[src/rtl/imc_decoder_pkg.sv]
// Shared definitions for the IMC input path: FIFO word width and the
// unpacker state encoding.
package imc_decoder_pkg;

    localparam int unsigned IMC_DATA_WIDTH = 32;

    localparam logic [1:0] IDLE   = 2'd0;
    localparam logic [1:0] FETCH  = 2'd1;
    localparam logic [1:0] STREAM = 2'd2;
    localparam logic [1:0] DONE   = 2'd3;

endpackage

[src/rtl/input_buffer_unpacker.sv]
// Pops words from the input FIFO and streams them out as ELEM_WIDTH slices,
// LSB first, for a job of vec_len elements; pulses done at job end.
module input_buffer_unpacker
    import imc_decoder_pkg::*;
#(
    parameter int unsigned DATA_WIDTH = IMC_DATA_WIDTH,
    parameter int unsigned ELEM_WIDTH = 8,
    parameter int unsigned LEN_WIDTH  = 16
) (
    input  logic                  clk,
    input  logic                  rst,
    input  logic                  start,
    input  logic [LEN_WIDTH-1:0]  vec_len,
    output logic                  busy,
    output logic                  done,
    input  logic                  fifo_empty,
    input  logic [DATA_WIDTH-1:0] fifo_data,
    output logic                  fifo_rd_cs,
    output logic                  fifo_rd_en,
    output logic                  elem_valid,
    input  logic                  elem_ready,
    output logic [ELEM_WIDTH-1:0] elem_data,
    output logic                  elem_last
);

    localparam int unsigned ELEMS_PER_WORD = DATA_WIDTH / ELEM_WIDTH;
    localparam int unsigned SLICE_WIDTH    = (ELEMS_PER_WORD > 1) ? $clog2(ELEMS_PER_WORD) : 1;
    localparam logic [SLICE_WIDTH-1:0] LAST_SLICE = SLICE_WIDTH'(ELEMS_PER_WORD - 1);

    logic [1:0]             state, state_n;
    logic [LEN_WIDTH-1:0]   rem_cnt, rem_cnt_n;
    logic [SLICE_WIDTH-1:0] slice_idx, slice_idx_n;
    logic                   rd_en;

    // State and counter registers
    always_ff @(posedge clk) begin
        if (!rst) begin
            state     <= IDLE;
            rem_cnt   <= '0;
            slice_idx <= '0;
        end else begin
            state     <= state_n;
            rem_cnt   <= rem_cnt_n;
            slice_idx <= slice_idx_n;
        end
    end

    // Next-state, counters and pop request
    always_comb begin
        state_n     = state;
        rem_cnt_n   = rem_cnt;
        slice_idx_n = slice_idx;
        rd_en       = 1'b0;

        case (state)
            IDLE: begin
                if (start) begin
                    rem_cnt_n = vec_len;
                    state_n   = (vec_len == '0) ? DONE : FETCH;
                end
            end
            FETCH: begin
                if (!fifo_empty) begin
                    rd_en       = 1'b1;
                    slice_idx_n = '0;
                    state_n     = STREAM;
                end
            end
            STREAM: begin
                if (elem_ready) begin
                    if (rem_cnt == LEN_WIDTH'(1)) begin
                        // Remaining slices of the current word are dropped.
                        state_n = DONE;
                    end else begin
                        rem_cnt_n = rem_cnt - LEN_WIDTH'(1);
                        if (slice_idx == LAST_SLICE) begin
                            slice_idx_n = '0;
                            // Pop in the same cycle to keep the stream bubble-free.
                            if (!fifo_empty) begin
                                rd_en = 1'b1;
                            end else begin
                                state_n = FETCH;
                            end
                        end else begin
                            slice_idx_n = slice_idx + SLICE_WIDTH'(1);
                        end
                    end
                end
            end
            DONE: begin
                state_n = IDLE;
            end
            default: begin
                state_n = IDLE;
            end
        endcase
    end

    // Outputs decoded from registered state; the FIFO's held data_out is the word buffer
    assign busy       = (state != IDLE);
    assign done       = (state == DONE);
    assign elem_valid = (state == STREAM);
    assign elem_last  = elem_valid && (rem_cnt == LEN_WIDTH'(1));
    assign fifo_rd_en = rd_en;
    assign fifo_rd_cs = rd_en;
    assign elem_data  = ELEM_WIDTH'(fifo_data >> (32'(slice_idx) * ELEM_WIDTH));

endmodule

[config.mk]
export PLATFORM = sky130hd
export DESIGN_NAME = input_buffer_unpacker
export DESIGN_NICKNAME = d
export VERILOG_FILES = /design/src/rtl/imc_decoder_pkg.sv /design/src/rtl/input_buffer_unpacker.sv
export SDC_FILE = /design/constraint.sdc
export NUM_CORES = 1
export LEC_CHECK = 0
export CORE_MARGIN = 8
export CORE_UTILIZATION = 45
export CTS_BUF_LIST = sky130_fd_sc_hd__clkbuf_2
export CTS_CLUSTER_SIZE = 28
export DETAILED_ROUTE_END_ITERATION = 10
export GPL_TIMING_DRIVEN = 0
export PLACE_DENSITY = 0.89
export SLEW_MARGIN = 5
export SYNTH_ARGS = -nofsm -noshare
export SYNTH_HDL_FRONTEND = slang
export SYNTH_SLANG_ARGS = --single-unit
[constraint.sdc]
create_clock -name clk -period 3.4 [get_ports clk]
set_clock_uncertainty 0.1 [all_clocks]
set_input_delay 0.51 -clock clk [delete_from_list [all_inputs] [get_ports clk]]
set_output_delay 0.51 -clock clk [all_outputs]
set_load 0.05 [all_outputs]
==> results list, run 1 <==
- Worst supply voltage drop on vdd: 0.447 mV
- The worst setup path is captured at an output pin.
- Min-delay worst type: reg2reg
* Final-layout setup total negative slack: 0 ns
* Per-cell routed wire length: 17.7 um
- Measured against its own limit, the worst slew margin works out to 62.5%.
- Highest metal layer used by the detailed router: met4
- For this design the top-level I/O count stands at 67.
- Routed metal-1 wirelength: 2340 um
- For this run, the top clock speed supported by timing is 309 MHz.
- Internal power summed over all cells: 0.832 mW
- In the routed design, unresolved DRC markers number 0.
- The tightest hold path in the finished design has a slack of 0.403 ns.
* Synthesis-to-layout area growth: 44.8%
- For this run, the leading register cell type out of synthesis is sky130_fd_sc_hd__dfxtp_1.
* Number of DRC markers after the initial detailed-route iteration: 131
* Fraction of the yosys area taken by sequential cells: 24.1%
- Net switching is 53.6% of the power.
- DIE WIDTH: 76.8 um
- The analysis attributes to net switching a power of 0.960 mW.
* Buf/Inv on CP: 1
- Via count: 1,918
- The netlist uses 51 different library cells.
* Fraction of final layout cells sized beyond drive strength 1: 11.9%
- After synthesis, the share of cell area in mux cells is 12.7%.
- Area share of and/or/nand/nor cells after synthesis: 26.8%
- Number of synthesized register bits: 20
- TritonCTS built the clock tree.
- Fill cells in the final layout number 314.
- Number of max-capacitance violations reported: 0
- Die area: 0.00589 sq mm
- The count of endpoints failing hold in the final timing report is 0.
* Area taken by multi-input logic gates: 0.00118 sq mm
* Crit path largest cell delay: 0.46 ns
- Counting flops with a built-in enable in the synthesized netlist gives 0.
- Registers are responsible for 25.0% of the overall power.
* Most frequent cells after synthesis: sky130_fd_sc_hd__dfxtp_1, sky130_fd_sc_hd__a21oi_1, sky130_fd_sc_hd__nand2_1
- Number of antenna violations at the first check in global routing: 0
* Largest buffer count on any clock path: 2
* Clock insertion delay at the later pin of the skew report: 0.35 ns
* Cell taking the most area after synthesis: sky130_fd_sc_hd__dfxtp_1
* Diodes inserted: 0
* Main area contributors after synthesis: sky130_fd_sc_hd__dfxtp_1, sky130_fd_sc_hd__mux4_2, sky130_fd_sc_hd__a21oi_1, sky130_fd_sc_hd__ha_1, sky130_fd_sc_hd__nand2_1
- Clock share of power: 6.2%
- In the post-synthesis netlist, the cell with the most instances is sky130_fd_sc_hd__dfxtp_1.
- After synthesis, the share of flip-flops with an asynchronous set or reset is 0%.
- For the pin with the worst max-slew slack, the measured transition is 0.562 ns.
- Total clock buffers created by CTS: 3
- Yosys printed 0 warnings.
* Unrepaired setup endpoints after global routing: no
- The initial utilization of the core area, before any placement, comes to 46.1%.
* Main combinational cell family by area after synthesis: simple AND/OR/NAND/NOR gates
* Per-cell via count in the routed design: 6.07
- Of the post-synthesis cell area, the dominant cell type holds 24.1%.
- Standard-cell row count: 22
- Summed over all layers, the routed wires come to 5590 um.
- Post-Place Worst Slack: 0.186 ns
- Number of cells produced by synthesis: 198
- Total routing resource utilization after global routing: 18.5%
* Number of sinks on the clock net: 20
- Reported leakage power: 0.862 nW
- Vert. Die Dim: 76.8 um
- Worst R2R Start: state[0]
* Power Dens Cells: 745 mW/mm^2
- Traced cell by cell, the critical path runs through nor4_4 > nand2_1 > or3_1 > a41oi_1 > nor3b_2 > dlygate4sd2_1.
- The critical path is of the reg2out type.
* Clock input transition at the sequential cells of the worst setup and hold paths: 0.23 ns
- Across all register-to-register paths, the minimum setup slack is 1.24 ns.
- Mean instance size in the synthesized netlist: 8.39 sq um
* Critical Path Slowest Stage Cell: sky130_fd_sc_hd__nor4_4
- The synthesized netlist devotes 5.27% of its cell area to adder and majority cells.
- The worst hold path begins at rem_cnt[15].
* Worst hold stages: 2
- Capturing point of the worst reg2reg path: rem_cnt[4]
- Compound-gate portion of the synthesized area: 25.5%
- Global route total overflow: 0
- The root buffer cell chosen for the clock tree is sky130_fd_sc_hd__clkbuf_2.
- Worst Setup Slack, final: 0.162 ns
- Final clock period utilization by the worst path: 95.2%
- Number of buffers added on ports: 66
* Outcome: complete, no violations
- HPWL after detailed placement: 4300 um
* Final net count: 329
- The number of nets in the synthesized netlist is 258.
- Combined area of all synthesized cells: 0.00166 sq mm
* Share of the synthesized netlist area taken by xor and xnor gates: 0%
- Startpoint type of the worst setup path: flip-flop
* Hold worst-path end: rem_cnt[15]
- Pin count of the biggest net entering global routing: 12
* Required time of the worst setup path: 2.79 ns
* Slew Viols, Final: 0
* Number of H-tree levels: 1
* Worst R2R Path Depth: 8
* First-pass GRT wire length: 9200 um
* Finished Layout Cells: 316
* Remaining number of nets flagged by the antenna check after routing: 0
- After detailed routing, the met2 layer carries 2560 um of wire.
* Gpl congestion: 0.911
* Peak fanout along the critical path: 5
- Combinational cells account for 68.8% of the total power.
- Endpoint arrival time on the critical path: 2.63 ns
- Placed cell count: 312
- After floorplanning, the core was sized to cover 0.00361 sq mm.
- Buffers inserted during post-CTS setup optimization: 0
- Number of global-route vias before repair: 1,858
* Storage element area: 400 sq um
* CP top delay family: simple AND/OR/NAND/NOR gates
- Minimum clock period: 3.24 ns
- Setup violations remaining at the end of the flow were counted as 0.
* Met3 wirelength from detailed routing: 562 um
- Final Core Density: 66.7%
- The first TritonRoute pass finished after 6 iterations.
[power groups by stage]
stage | registers [mW] | clock network (mW) | logic (mW)
2_1_floorplan | 0.418 | 0 | 0.896
3_3_place_gp | 0.439 | 0 | 1.18
3_5_place_dp | 0.443 | 0 | 1.20
4_1_cts | 0.439 | 0.107 | 1.21
5_1_grt | 0.463 | 0.123 | 1.34
6_report | 0.448 | 0.111 | 1.23
[layout make-up]
class                   count  share of cell area, %
plain buffers              12                   2.81
clock buffers               3                  0.624
clock inverters             1                  0.156
inverters                   7                   1.09
multi-input cells         159                   49.0
flip-flops and latches     20                   16.6
well taps                  48                   2.50
repair buffers             66                   27.2
[sequential cells by signal, indices dropped and copies added, names as in the netlist]
name,flops
rem_cnt,16
slice_idx,2
state,2
[layout by cell type, fill, tap and decap left out, types with 3 or more instances in the layout]
master and instances:
sky130_fd_sc_hd__dfxtp_1 20, sky130_fd_sc_hd__or3_1 4, sky130_fd_sc_hd__clkbuf_2 4, sky130_fd_sc_hd__o21ai_1 3, sky130_fd_sc_hd__nand4_1 3, sky130_fd_sc_hd__nand3_1 4
sky130_fd_sc_hd__mux2i_1 3, sky130_fd_sc_hd__buf_2 3, sky130_fd_sc_hd__nand2_1 19, sky130_fd_sc_hd__nor2_1 17, sky130_fd_sc_hd__o32ai_1 4, sky130_fd_sc_hd__nor4_1 7
sky130_fd_sc_hd__nor2b_1 5, sky130_fd_sc_hd__clkbuf_1 6, sky130_fd_sc_hd__nor3_1 8, sky130_fd_sc_hd__clkdlybuf4s50_1 64, sky130_fd_sc_hd__a21oi_1 19, sky130_fd_sc_hd__mux4_2 8
sky130_fd_sc_hd__o21ai_0 10, sky130_fd_sc_hd__inv_1 6, sky130_fd_sc_hd__ha_1 7
[metrics by stage]
step	total power, mW	cell area [sq um]
floorplan	1.31	1670
global placement	1.62	2390
detailed placement	1.64	2390
CTS	1.75	2400
global route	1.92	2410
finish	1.79	2410
[cell families (layout without fill, tap and decap cells)]
family,Yosys count,after routing
and+or+nand+nor,80,80
AOI/OAI and AO/OA,61,61
DFF,20,20
buffers and inverters,19,89
muxes,11,11
adders and majority gates,7,7
[layer usage]
| metal | vias to the layer above | GRT usage [%] |
|---|---|---|
| met4 | 0 | 5.96 |
| met1 | 876 | 22.3 |
| li1 | 901 | - |
| met3 | 18 | 6.06 |
| met2 | 123 | 30.2 |
| met5 | - | 0 |
[how the worst max path moves through the flow]
stage / from / to / slack [ns] / cells after the start
CTS: rem_cnt[10] / fifo_rd_en / 0.06 / 7
finish: rem_cnt[12] / fifo_rd_cs / 0.16 / 6
detailed placement: rem_cnt[10] / fifo_rd_en / 0.19 / 7
floorplan: state[0] / fifo_rd_en / 0.21 / 7
global route: state[0] / fifo_rd_cs / 0.06 / 7
global placement: rem_cnt[10] / fifo_rd_en / 0.25 / 7
[timing repair]
item	CTS	global route
gates cloned	0	0
setup endpoints to repair	2	1
gates resized for setup	2	3
hold buffers	0	0
pin swaps	0	1
[worst reg2reg max path: cells and delay by family, from the launching register on]
family                   cells  cell delay [ns]
buffers and inverters        4             0.91
AO/OA/AOI/OAI                2             0.28
AND/OR/NAND/NOR              1             0.11
flip-flops                   1             0.43
adder cells (fa/ha/maj)      1             0.25
No activity file was read; power rests on OpenSTA's default activity.
==> inputs of run 2 (changes only) <==
--- a/config.mk
+++ b/config.mk
@@ -10,7 +10,9 @@
 export CTS_BUF_LIST = sky130_fd_sc_hd__clkbuf_2
 export CTS_CLUSTER_SIZE = 28
 export DETAILED_ROUTE_END_ITERATION = 10
+export GPL_ROUTABILITY_DRIVEN = 0
 export GPL_TIMING_DRIVEN = 0
+export HOLD_SLACK_MARGIN = 0.06
 export PLACE_DENSITY = 0.89
 export SLEW_MARGIN = 5
 export SYNTH_ARGS = -nofsm -noshare
==> results of run 2 <==
The final DEF is identical to that of run 1; final timing and power are the same.
